File: config.mk
export PLATFORM = sky130hd
export DESIGN_NAME = team_06_volume_ramp_ctrl
export DESIGN_NICKNAME = d
export VERILOG_FILES = /design/src/rtl/team_06_audio_pkg.sv /design/src/rtl/team_06_tick_divider.sv /design/src/rtl/team_06_volume_ramp_ctrl.sv
export SDC_FILE = /design/constraint.sdc
export NUM_CORES = 1
export LEC_CHECK = 0
export CAP_MARGIN = 20
export CELL_PAD_IN_SITES_DETAIL_PLACEMENT = 1
export CELL_PAD_IN_SITES_GLOBAL_PLACEMENT = 1
export CORE_UTILIZATION = 42
export CTS_BUF_LIST = sky130_fd_sc_hd__clkbuf_8
export CTS_CLUSTER_SIZE = 30
export DETAILED_ROUTE_END_ITERATION = 16
export MAX_ROUTING_LAYER = met4
export PLACE_DENSITY = 0.84
export SYNTH_ARGS = -nofsm -noshare
export SYNTH_HDL_FRONTEND = slang
export SYNTH_SLANG_ARGS = --single-unit
File: constraint.sdc
create_clock -name clk -period 3.8 [get_ports clk]
set_input_delay 1.14 -clock clk [delete_from_list [all_inputs] [get_ports clk]]
set_output_delay 1.14 -clock clk [all_outputs]
set_load 0.02 [all_outputs]
File: src/rtl/team_06_audio_pkg.sv
// Shared constants and types for the volume ramp controller and its neighbours.
package team_06_audio_pkg;

  localparam int VOL_W   = 4;
  localparam int VOL_MAX = (1 << VOL_W) - 1;

  typedef enum logic [1:0] {
    IDLE      = 2'd0,
    RAMP_UP   = 2'd1,
    RAMP_DOWN = 2'd2
  } ramp_state_t;

endpackage

File: src/rtl/team_06_tick_divider.sv
// Counts sample ticks while enabled and emits a one-cycle step strobe on the
// STEP_TICKS-th tick. The clear input wins over the strobe, so a tick that
// arrives together with a clear is discarded.
module team_06_tick_divider #(
  parameter int STEP_TICKS = 16
) (
  input  logic clk,
  input  logic rst,
  input  logic tick,
  input  logic clear,
  input  logic en,
  output logic step
);

  localparam int CW = (STEP_TICKS > 1) ? $clog2(STEP_TICKS) : 1;
  localparam logic [CW-1:0] LAST = CW'(STEP_TICKS - 1);

  logic [CW-1:0] count;

  assign step = en & tick & ~clear & (count == LAST);

  // Tick counter, restarting from 0 after each step
  always_ff @(posedge clk) begin
    if (rst || clear) begin
      count <= '0;
    end else if (en && tick) begin
      if (count == LAST) count <= '0;
      else               count <= count + CW'(1);
    end
  end

endmodule

File: src/rtl/team_06_volume_ramp_ctrl.sv
// Walks the volume shifter's level one step at a time toward the effective
// target (target, or 0 when muted / PTT released) to avoid audible clicks.
//
//   state     | meaning
//   ----------+------------------------------------------------
//   IDLE      | vol_out equals the registered effective target
//   RAMP_UP   | vol_out below target, stepping +1 per step strobe
//   RAMP_DOWN | vol_out above target, stepping -1 per step strobe
module team_06_volume_ramp_ctrl #(
  parameter int VOL_W      = team_06_audio_pkg::VOL_W,
  parameter int STEP_TICKS = 16
) (
  input  logic             clk,
  input  logic             rst,
  input  logic             sample_tick,
  input  logic [VOL_W-1:0] target_vol,
  input  logic             mute,
  input  logic             ptt,
  input  logic             ptt_mode,
  output logic [VOL_W-1:0] vol_out,
  output logic             enable_volume,
  output logic             ramp_busy
);

  import team_06_audio_pkg::*;

  localparam logic [VOL_W-1:0] VOL_TOP = '1;

  ramp_state_t      state, next_state;
  logic [VOL_W-1:0] eff_q;
  logic             div_clear;
  logic             div_en;
  logic             step;

  // Registered effective target; every decision below looks only at eff_q
  always_ff @(posedge clk) begin
    if (rst)                          eff_q <= '0;
    else if (mute || (ptt_mode && !ptt)) eff_q <= '0;
    else                              eff_q <= target_vol;
  end

  // State register
  always_ff @(posedge clk) begin
    if (rst) state <= IDLE;
    else     state <= next_state;
  end

  // Next state follows the comparison of the current level to the target
  always_comb begin
    next_state = IDLE;
    if (vol_out < eff_q)      next_state = RAMP_UP;
    else if (vol_out > eff_q) next_state = RAMP_DOWN;
  end

  // Outputs and divider control; a direction flip restarts the step timer
  always_comb begin
    div_en        = (state != IDLE);
    div_clear     = (next_state == IDLE) || ((state != IDLE) && (next_state != state));
    ramp_busy     = (state != IDLE);
    enable_volume = !((state == IDLE) && (vol_out == '0));
  end

  team_06_tick_divider #(
    .STEP_TICKS (STEP_TICKS)
  ) u_div (
    .clk   (clk),
    .rst   (rst),
    .tick  (sample_tick),
    .clear (div_clear),
    .en    (div_en),
    .step  (step)
  );

  // Level register; a strobe only fires when the direction still agrees with
  // the target, so the guards below just keep the code free of wrap
  always_ff @(posedge clk) begin
    if (rst) begin
      vol_out <= '0;
    end else if (step) begin
      if (state == RAMP_UP && vol_out != VOL_TOP)   vol_out <= vol_out + VOL_W'(1);
      else if (state == RAMP_DOWN && vol_out != '0) vol_out <= vol_out - VOL_W'(1);
    end
  end

endmodule

### Word level (Yosys, flattened, before mapping)

Cells that the tools add are included.

* register bits: 14
* input port bits: 10
* output and inout port bits: 6
* word-level logic and storage cells: 42

* $add $sub $neg: 3
* magnitude comparators: 2
* eq/ne operators: 5
* muxes and demuxes: 5
* bitwise logic cells: 4
* reduce and logical (&&, ||, !) cells: 19

Operators by type and width (count)
* $mux W4: 3
* $add A4 B1 Y4 const B: 2
* $logic_and A1 B1 Y1: 6
* $eq A4 B4 Y1 const B: 1
* $gt A4 B4 Y1: 1
* $logic_not A2 Y1: 2
* $logic_not A4 Y1: 1
* $lt A4 B4 Y1: 1
* $mux W2: 2
* $ne A4 B4 Y1 const B: 1
* $reduce_bool A2 Y1: 2
* $reduce_bool A4 Y1: 1
* $sub A4 B1 Y4 const B: 1
* $and A1 B1 Y1: 3
* $logic_or A1 B1 Y1: 3
* $eq A2 B1 Y1 const B: 1
* $eq A2 B2 Y1 const B: 1
* $logic_not A1 Y1: 2
* $ne A2 B2 Y1: 1
* $reduce_and A2 Y1: 1
* $reduce_or A2 Y1: 1
* $not A1 Y1: 1

### Longest topological paths before layout

Gate-level depths: netlist of the first run.

* word-level depth: 10
* gate-level depth with buffers: 8

### Hierarchy

A second synthesis of the first run with hierarchy kept.

* cells, all modules: 89
* area total of the unflattened synthesis: 810.8 um2

By module, submodules not included
* team_06_volume_ramp_ctrl: instances 1, cells each 67, area each 608.1 um2, sequential area each 200.2 um2
* team_06_tick_divider: instances 1, cells each 22, area each 202.7 um2, sequential area each 80.1 um2

### Worst setup path after synthesis of the first run

OpenSTA, ideal clock, no wires.

* path type: flip-flop to flip-flop
* start: register vol_out[1]
* end: register vol_out[3]
* setup time: 0.121 ns
* arrival time: 2.072 ns
* data required time: 3.679 ns
* path slack: 1.607 ns
* stages on the path, launching flop included: 9
* buffers on the path: 0
* clock period less this slack: 2.193 ns
* cell sequence: dfxtp_1 -> nand4_1 -> nand3b_1 -> ha_1 -> a21o_2 -> a21oi_1 -> xor2_1 -> nor4_2 -> mux2_2

* cells in the longest elaborated chain, start to end: 10

Ends and longest elaborated chain
* start, declared: RTL line team_06_volume_ramp_ctrl.sv:20 `output logic [VOL_W-1:0] vol_out,`
* start signal, assigned: RTL line team_06_volume_ramp_ctrl.sv:80 `if (state == RAMP_UP && vol_out != VOL_TOP) vol_out <= vol_out + VOL_W'(1);`
* start signal, assigned: RTL line team_06_volume_ramp_ctrl.sv:81 `else if (state == RAMP_DOWN && vol_out != '0) vol_out <= vol_out - VOL_W'(1);`
* $gt A4 B4 Y1: RTL line team_06_volume_ramp_ctrl.sv:52 `else if (vol_out > eff_q) next_state = RAMP_DOWN;`
* $mux W2: RTL line team_06_volume_ramp_ctrl.sv:52
* $mux W2: RTL line team_06_volume_ramp_ctrl.sv:51 `if (vol_out < eff_q) next_state = RAMP_UP;`
* $ne A2 B2 Y1: RTL line team_06_volume_ramp_ctrl.sv:58 `div_clear = (next_state == IDLE) || ((state != IDLE) && (next_state != state));`
* $logic_and A1 B1 Y1: RTL line team_06_volume_ramp_ctrl.sv:58
* $logic_or A1 B1 Y1: RTL line team_06_volume_ramp_ctrl.sv:58
* $not A1 Y1: RTL line team_06_tick_divider.sv:20 `assign step = en & tick & ~clear & (count == LAST);`
* $and A1 B1 Y1 (2 in series): RTL line team_06_tick_divider.sv:20
* $reduce_and A2 Y1 (no line)

Several ways; a longest one is shown, not always the timed one. The select of a mux whose other input is x is not followed.
A chain may end at the register's enable or synchronous reset.

### Worst setup path in the final report of the first run

* start: register vol_out[3]
* end: output enable_volume

* cells in the longest elaborated chain, start to end: 3

Ends and longest elaborated chain
* $logic_not A4 Y1: RTL line team_06_volume_ramp_ctrl.sv:60 `enable_volume = !((state == IDLE) && (vol_out == '0));`
* $logic_and A1 B1 Y1: RTL line team_06_volume_ramp_ctrl.sv:60
* $logic_not A1 Y1: RTL line team_06_volume_ramp_ctrl.sv:60
* end, declared: RTL line team_06_volume_ramp_ctrl.sv:21 `output logic enable_volume,`

Every way passes these cells.

==> out/results.tsv, run 1 <==
stage	metric	value	unit
detailed_routing	wl_per_cell	15.5	um
timing	finalHoldViolations	0	
critical_path	path_cells	nor4_1, or2b_1, clkdlybuf4s50_1	
synth	synth_xor_area_frac	0.0326	
global_route	grt_antenna_before_repair	0	
synth	syn_inst	90	
clocking	cts_resized	0	
synth	syn_nets	108	
critical_path	cp_max_fo	6	
critical_path	crit_arrival	1770	ps
timing	period_share	0.766	
global_route	grt_first_pass_wirelength	3350	um
floorplanning	die_area	0.00210	mm^2
timing	maxSlewViolCount	0	
detailed_routing	drc	0	
power_and_ir_drop	power-per-cell-area	318	mW/mm^2
finish	multi_input_area	504	um^2
clocking	clk_pin_slew_worst_paths	50	ps
placed_design	place_area	985	um^2
timing	fin_skew	0.881	ps
floorplanning	core	0.00176	mm^2
synth	synth_cell_type_count	36	
global_route	grt_overflow	0	
critical_path	startpoint_type	register	
critical_path	rrSetupSlack	1530	ps
power_and_ir_drop	vdd_drop_max	0.217	mV
synth	yosys_warnings	0	
finish	final-seq-area	280	um^2
synth	synth_mux_area_frac	0.0264	
outcome	outcome	finished, final reports clean	
finish	fill_cells	203	
timing	finalSetupViolCount	0	
synth	syn_area	807	um^2
detailed_routing	drt_pass1_iterations	4	
critical_path	crit_required	2660	ps
clocking	clkLatencyLatePin	240	ps
finish	drive_gt1_frac	0.0654	
finish	nNetsFinal	127	
global_route	grt_pass1_vias	743	
detailed_routing	drtIter0Drc	8	
floorplanning	die_w	45.8	um
timing	fin_crit	2910	ps
timing	hold_slack	588	ps
placed_design	dp_hpwl	1630	um
global_route	grt_usage	0.238	
finish	syn_to_final_growth	27.1	%
synth	synth_compound_area_frac	0.184	
finish	fin_area	0.00103	mm^2
clocking	cts_inserted_buffers	3	
clocking	clkSinkCount	14	
synth	yosysSeqAreaShare	0.347	
floorplanning	rows	15	
synth	synthSimpleGateAreaFrac	0.248	
timing	slew_headroom	0.689	
clocking	cts-hold-fix-buffers	0	
min_path	holdCritPathClass	register to register	
detailed_routing	vias	767	
clocking	post-cts-setup-buffer-count	0	
floorplanning	initial_core_util	0.457	
detailed_routing	ant_nets	0	
synth	synth_fa_ha_area_frac	0.133	
floorplanning	io_pins	16	
timing	rsz0062_at_grt	no	
clocking	clk_root_buffer_cell	clkbuf_8	
critical_path	cp-end-kind	primary output	
timing	worstMarginPinSlew	465	ps
critical_path	critical-path-max-stage-delay	530	ps
floorplanning	die_y	45.8	um
placed_design	port_buffers	15	
detailed_routing	wl	2050	um
synth	synth_top_family_by_area	simple AND/OR/NAND/NOR gates	
clocking	clock_path_buffers	2	
power_and_ir_drop	leakage	0.386	nW
clocking	htreeDepth	1	
critical_path	critPathSlowestCell	clkdlybuf4s50_1	
critical_path	worst-setup-path-type	register to primary output	
timing	fmax	344	MHz
synth	ys_ff_latch	14	
placed_design	gp_congestion	0.796	
clocking	cts_tree	yes	
finish	diodes	0	
detailed_routing	avgViaCountPerCell	5.81	
timing	setup_tns	0	ps
global_route	grt_max_degree	13	
synth	avgSynthCellArea	8.97	um^2
run	max_cap_violations	0	
-- power by group --
part | switching [mW] | internal, mW | total, mW
clock network | 0.0492 | 0.0701 | 0.119
registers | 0.00359 | 0.150 | 0.154
logic | 0.0283 | 0.0243 | 0.0527
total | 0.0811 | 0.245 | 0.326
-- routing by layer --
metal / share of wire / vias up / global-route usage
met1: 0.45 / 371 / 0.306
li1: - / 373 / -
met5: 0 / - / -
met3: 0.032 / 4 / 0.0238
met2: 0.50 / 19 / 0.374
met4: 0.012 / 0 / 0.106
-- per-stage QoR --
| stage | setup slack, ps | power, mW | std cells | utilization |
|---|---|---|---|---|
| final | 891 | 0.326 | 132 | 0.582 |
| after global routing | 768 | 0.339 | 132 | 0.582 |
| after CTS | 873 | 0.326 | 132 | 0.582 |
| after detailed placement | 1080 | 0.209 | 129 | 0.558 |
| after global placement | 1130 | 0.206 | 129 | 0.558 |
| after floorplan | 1610 | 0.186 | 90 | - |
-- placed cells by master, fill, tap and decap left out, types with 3 or more instances in the layout --
cell | netlist | final
inv_1 | 5 | 5
xor2_1 | 3 | 3
dfxtp_1 | 14 | 14
clkdlybuf4s50_1 | 0 | 15
nand4_1 | 3 | 3
nand2_1 | 6 | 6
nor3_1 | 6 | 6
nor2_1 | 3 | 3
a21oi_1 | 7 | 7
ha_1 | 7 | 7
and2_1 | 4 | 4
clkbuf_8 | 0 | 3
a211oi_1 | 3 | 3
-- critical path: cells and delay by family, from the launching register on --
family	cells	cell delay, ps
flops	1	370
simple gates	2	620
buf+inv	1	530
-- cell usage after synthesis, drive strengths merged --
cell type	n	share of area
a211o	1	0.011
a211oi	3	0.028
a21o	2	0.020
a21oi	7	0.043
a31oi	1	0.0078
and2	4	0.031
and3	1	0.0078
and4	1	0.011
clkbuf	1	0.0046
dfxtp	14	0.35
fa	1	0.025
ha	7	0.11
inv	5	0.023
mux2	1	0.014
mux2i	1	0.012
nand2	6	0.028
nand3	2	0.012
nand3b	1	0.0093
nand4	3	0.023
nor2	3	0.014
nor2b	2	0.016
nor3	6	0.037
nor4	3	0.031
o211a	1	0.012
o211ai	1	0.0093
o21a	1	0.0093
o21ai	1	0.0062
o22ai	1	0.0078
o31a	1	0.011
o31ai	2	0.019
or2	1	0.0078
or2b	1	0.0093
or3b	1	0.011
xor2	3	0.033
-- flip-flops by register name (all words and copies together), names as in the netlist --
name         cells
eff_q            4
u_div.count      4
vol_out          4
state            2
-- logic make-up (layout without fill, tap and decap cells) --
logic type,count (synthesis),in the layout
simple gates,35,35
mux,2,2
compound gates,22,22
flops,14,14
buf+inv,6,23
xor+xnor,3,3
fa+ha+maj,8,8
-- final cells by class --
cell class,count,area share
Inverter,5,0.0183
Clock buffer,3,0.0402
Sequential cell,14,0.273
Tap cell,25,0.0305
Timing Repair Buffer,15,0.146
Multi-Input combinational cell,70,0.491
-- final timing paths --
| path | start | to | depth (start not counted) |
|---|---|---|---|
| max | vol_out[3] | enable_volume | 3 |
| min | u_div.count[3] | u_div.count[3] | 2 |
| max reg2reg | vol_out[1] | vol_out[3] | 8 |
| min reg2reg | u_div.count[3] | u_div.count[3] | 2 |
Note: power is estimated with default switching activity, not from simulation.
==> run 2: changes to the inputs <==
--- a/config.mk
+++ b/config.mk
@@ -8,12 +8,12 @@
 export CAP_MARGIN = 20
 export CELL_PAD_IN_SITES_DETAIL_PLACEMENT = 1
 export CELL_PAD_IN_SITES_GLOBAL_PLACEMENT = 1
-export CORE_UTILIZATION = 42
+export CORE_UTILIZATION = 35
 export CTS_BUF_LIST = sky130_fd_sc_hd__clkbuf_8
 export CTS_CLUSTER_SIZE = 30
 export DETAILED_ROUTE_END_ITERATION = 16
 export MAX_ROUTING_LAYER = met4
-export PLACE_DENSITY = 0.84
+export PLACE_DENSITY = 0.75
 export SYNTH_ARGS = -nofsm -noshare
 export SYNTH_HDL_FRONTEND = slang
 export SYNTH_SLANG_ARGS = --single-unit
==> constraint.sdc (replaced) <==
create_clock -name clk -period 2.63 [get_ports clk]
set_input_delay 0.789 -clock clk [delete_from_list [all_inputs] [get_ports clk]]
set_output_delay 0.789 -clock clk [all_outputs]
set_load 0.02 [all_outputs]
==> out/results.tsv, run 2 (synthesized netlist as in run 1, its figures left out) <==
stage	metric	value	unit	change
floorplanning	io_pins	16		unchanged
timing	maxSlewViolCount	0		unchanged
clocking	cts-hold-fix-buffers	0		unchanged
detailed_routing	avgViaCountPerCell	5.45		-6.3%
finish	final_cell_mix	15 x clkdlybuf4s50_1, 14 x dfxtp_1, 7 x a21oi_1, 7 x ha_1		
critical_path	startpoint	vol_out[0]		
clocking	clk_pin_slew_worst_paths	60	ps	about the same
power_and_ir_drop	clkPwrFrac	0.415		+0.049
floorplanning	die_area	0.00250	mm^2	+19%
timing	fin_crit	2510	ps	
critical_path	worst-setup-path-type	register to primary output		
finish	reg_top3	eff_q: 4 flops, u_div.count: 4 flops, vol_out: 4 flops		
clocking	htreeDepth	1		unchanged
timing	worstMarginPinSlew	466	ps	+1.42 ps
detailed_routing	vias	746		-2.7%
floorplanning	core	0.00219	mm^2	+24%
critical_path	cp-end-kind	primary output		
placed_design	port_buffers	15		unchanged
critical_path	startpoint_type	register		
power_and_ir_drop	p_sw	0.124	mW	+53%
clocking	post-cts-setup-buffer-count	0		unchanged
floorplanning	rows	17		+2
global_route	grt_usage	0.201		-0.0363
min_path	min_from	u_div.count[3]		
power_and_ir_drop	power_frac_seq	0.435		-0.038
placed_design	dp.cells	133		+3.1%
critical_path	cp_max_fo	7		+1
global_route	grt_first_pass_wirelength	3550	um	+5.8%
finish	layout_commonest_cell	clkdlybuf4s50_1		
min_path	holdCritPathClass	register to register		
finish	final_cells	137		+3.8%
placed_design	dp_hpwl	1610	um	-1.1%
placed_design	gp_congestion	0.868		+9.0%
finish	diodes	0		unchanged
clocking	cts_tree	yes		
detailed_routing	ant_nets	0		unchanged
power_and_ir_drop	power-per-cell-area	479	mW/mm^2	+51%
clocking	clkLatencyLatePin	250	ps	about the same
floorplanning	initial_core_util	0.368		-0.0891
global_route	grt_max_degree	13		unchanged
global_route	grt_pass1_vias	779		+4.8%
finish	fill_cells	257		+27%
timing	period_share	0.955		
global_route	grt_overflow	0		unchanged
power_and_ir_drop	swShare	0.243		-0.00560
critical_path	crit_required	1840	ps	-820 ps
detailed_routing	drt_pass1_iterations	4		unchanged
clocking	clk_root_buffer_cell	clkbuf_8		
finish	drive_gt1_frac	0.0917		+0.0263
timing	fin_skew	0.623	ps	-0.258 ps
timing	finalHoldViolations	0		unchanged
detailed_routing	drc	0		unchanged
critical_path	crit_arrival	1720	ps	-50 ps
floorplanning	die_y	50.0	um	+9.1%
clocking	clock_path_buffers	2		unchanged
power_and_ir_drop	leakage	0.405	nW	+4.9%
timing	fmax	398	MHz	
floorplanning	die_w	50.0	um	+9.1%
critical_path	r2r-start	vol_out[1]		
global_route	grt_antenna_before_repair	0		unchanged
clocking	cts_inserted_buffers	3		unchanged
finish	nNetsFinal	128		+0.79%
detailed_routing	drtIter0Drc	8		unchanged
detailed_routing	wl	2090	um	+1.9%
detailed_routing	wl_per_cell	15.3	um	-1.8%
placed_design	place_area	996	um^2	+1.1%
clocking	clkSinkCount	14		unchanged
timing	finalSetupViolCount	0		unchanged
power_and_ir_drop	p_comb_frac	0.150		-0.012
outcome	outcome	finished, final reports clean		
run	max_cap_violations	0		unchanged
power_and_ir_drop	intPower	0.387	mW	+58%
timing	hold_slack	568	ps	-19.8 ps
power_and_ir_drop	vdd_drop_max	0.423	mV	+95%
finish	syn_to_final_growth	32.1	%	
timing	slew_headroom	0.687		-0.00185
finish	fin_area	0.00107	mm^2	+3.9%
[run 2: layout make-up]
| class | instances | area, um^2 | area share |
|---|---|---|---|
| tap | 28 | 35.0 | 0.0329 |
| inverter | 5 | 18.8 | 0.0176 |
| multi-input combinational | 70 | 519 | 0.487 |
| sequential | 14 | 280 | 0.263 |
| timing repair buffer | 16 | 158 | 0.148 |
| clock buffer | 4 | 55.1 | 0.0516 |
[run 2: timing repair]
item | 4_1_cts | 5_1_grt
endpoints found under the setup margin | 0 | 1
endpoints found under the hold margin | 0 | 0
gates resized for setup | 0 | 2
[run 2: critical path, cell delays in order, from the launching register on]
cell	delay, ps
dfxtp_1	410
nor4_4	300
or2b_1	240
clkdlybuf4s50_1	530
[run 2: routing by layer]
layer	GRT usage	wire, um	up-vias
met5	-	0	-
met4	0.0714	17	0
met3	0.0525	78	2
met2	0.344	1090	18
met1	0.222	904	353
li1	-	-	373
[run 2: per-stage QoR]
stage | setup WS [ps] | TNS, ps | total power, mW | utilization
2_1_floorplan | 437 | 0 | 0.269 | -
3_3_place_gp | 304 | 0 | 0.299 | 0.455
3_5_place_dp | 221 | 0 | 0.303 | 0.455
4_1_cts | 15.9 | 0 | 0.517 | 0.480
5_1_grt | -0.693 | -0.693 | 0.537 | 0.487
6_report | 118 | 0 | 0.511 | 0.487
[run 2: final timing paths]
check / cells past startpoint / slack (ps) / to
max reg2reg: 6 / 320 / vol_out[3]
min: 2 / 570 / u_div.count[3]
min reg2reg: 2 / 570 / u_div.count[3]
max: 3 / 120 / enable_volume
[run 2: power by group through the flow]
stage | clock [mW] | sequential (mW) | combinational, mW
2_1_floorplan | 0 | 0.225 | 0.0441
3_3_place_gp | 0 | 0.226 | 0.0729
3_5_place_dp | 0 | 0.227 | 0.0761
4_1_cts | 0.218 | 0.222 | 0.0769
5_1_grt | 0.230 | 0.223 | 0.0846
6_report | 0.212 | 0.222 | 0.0765
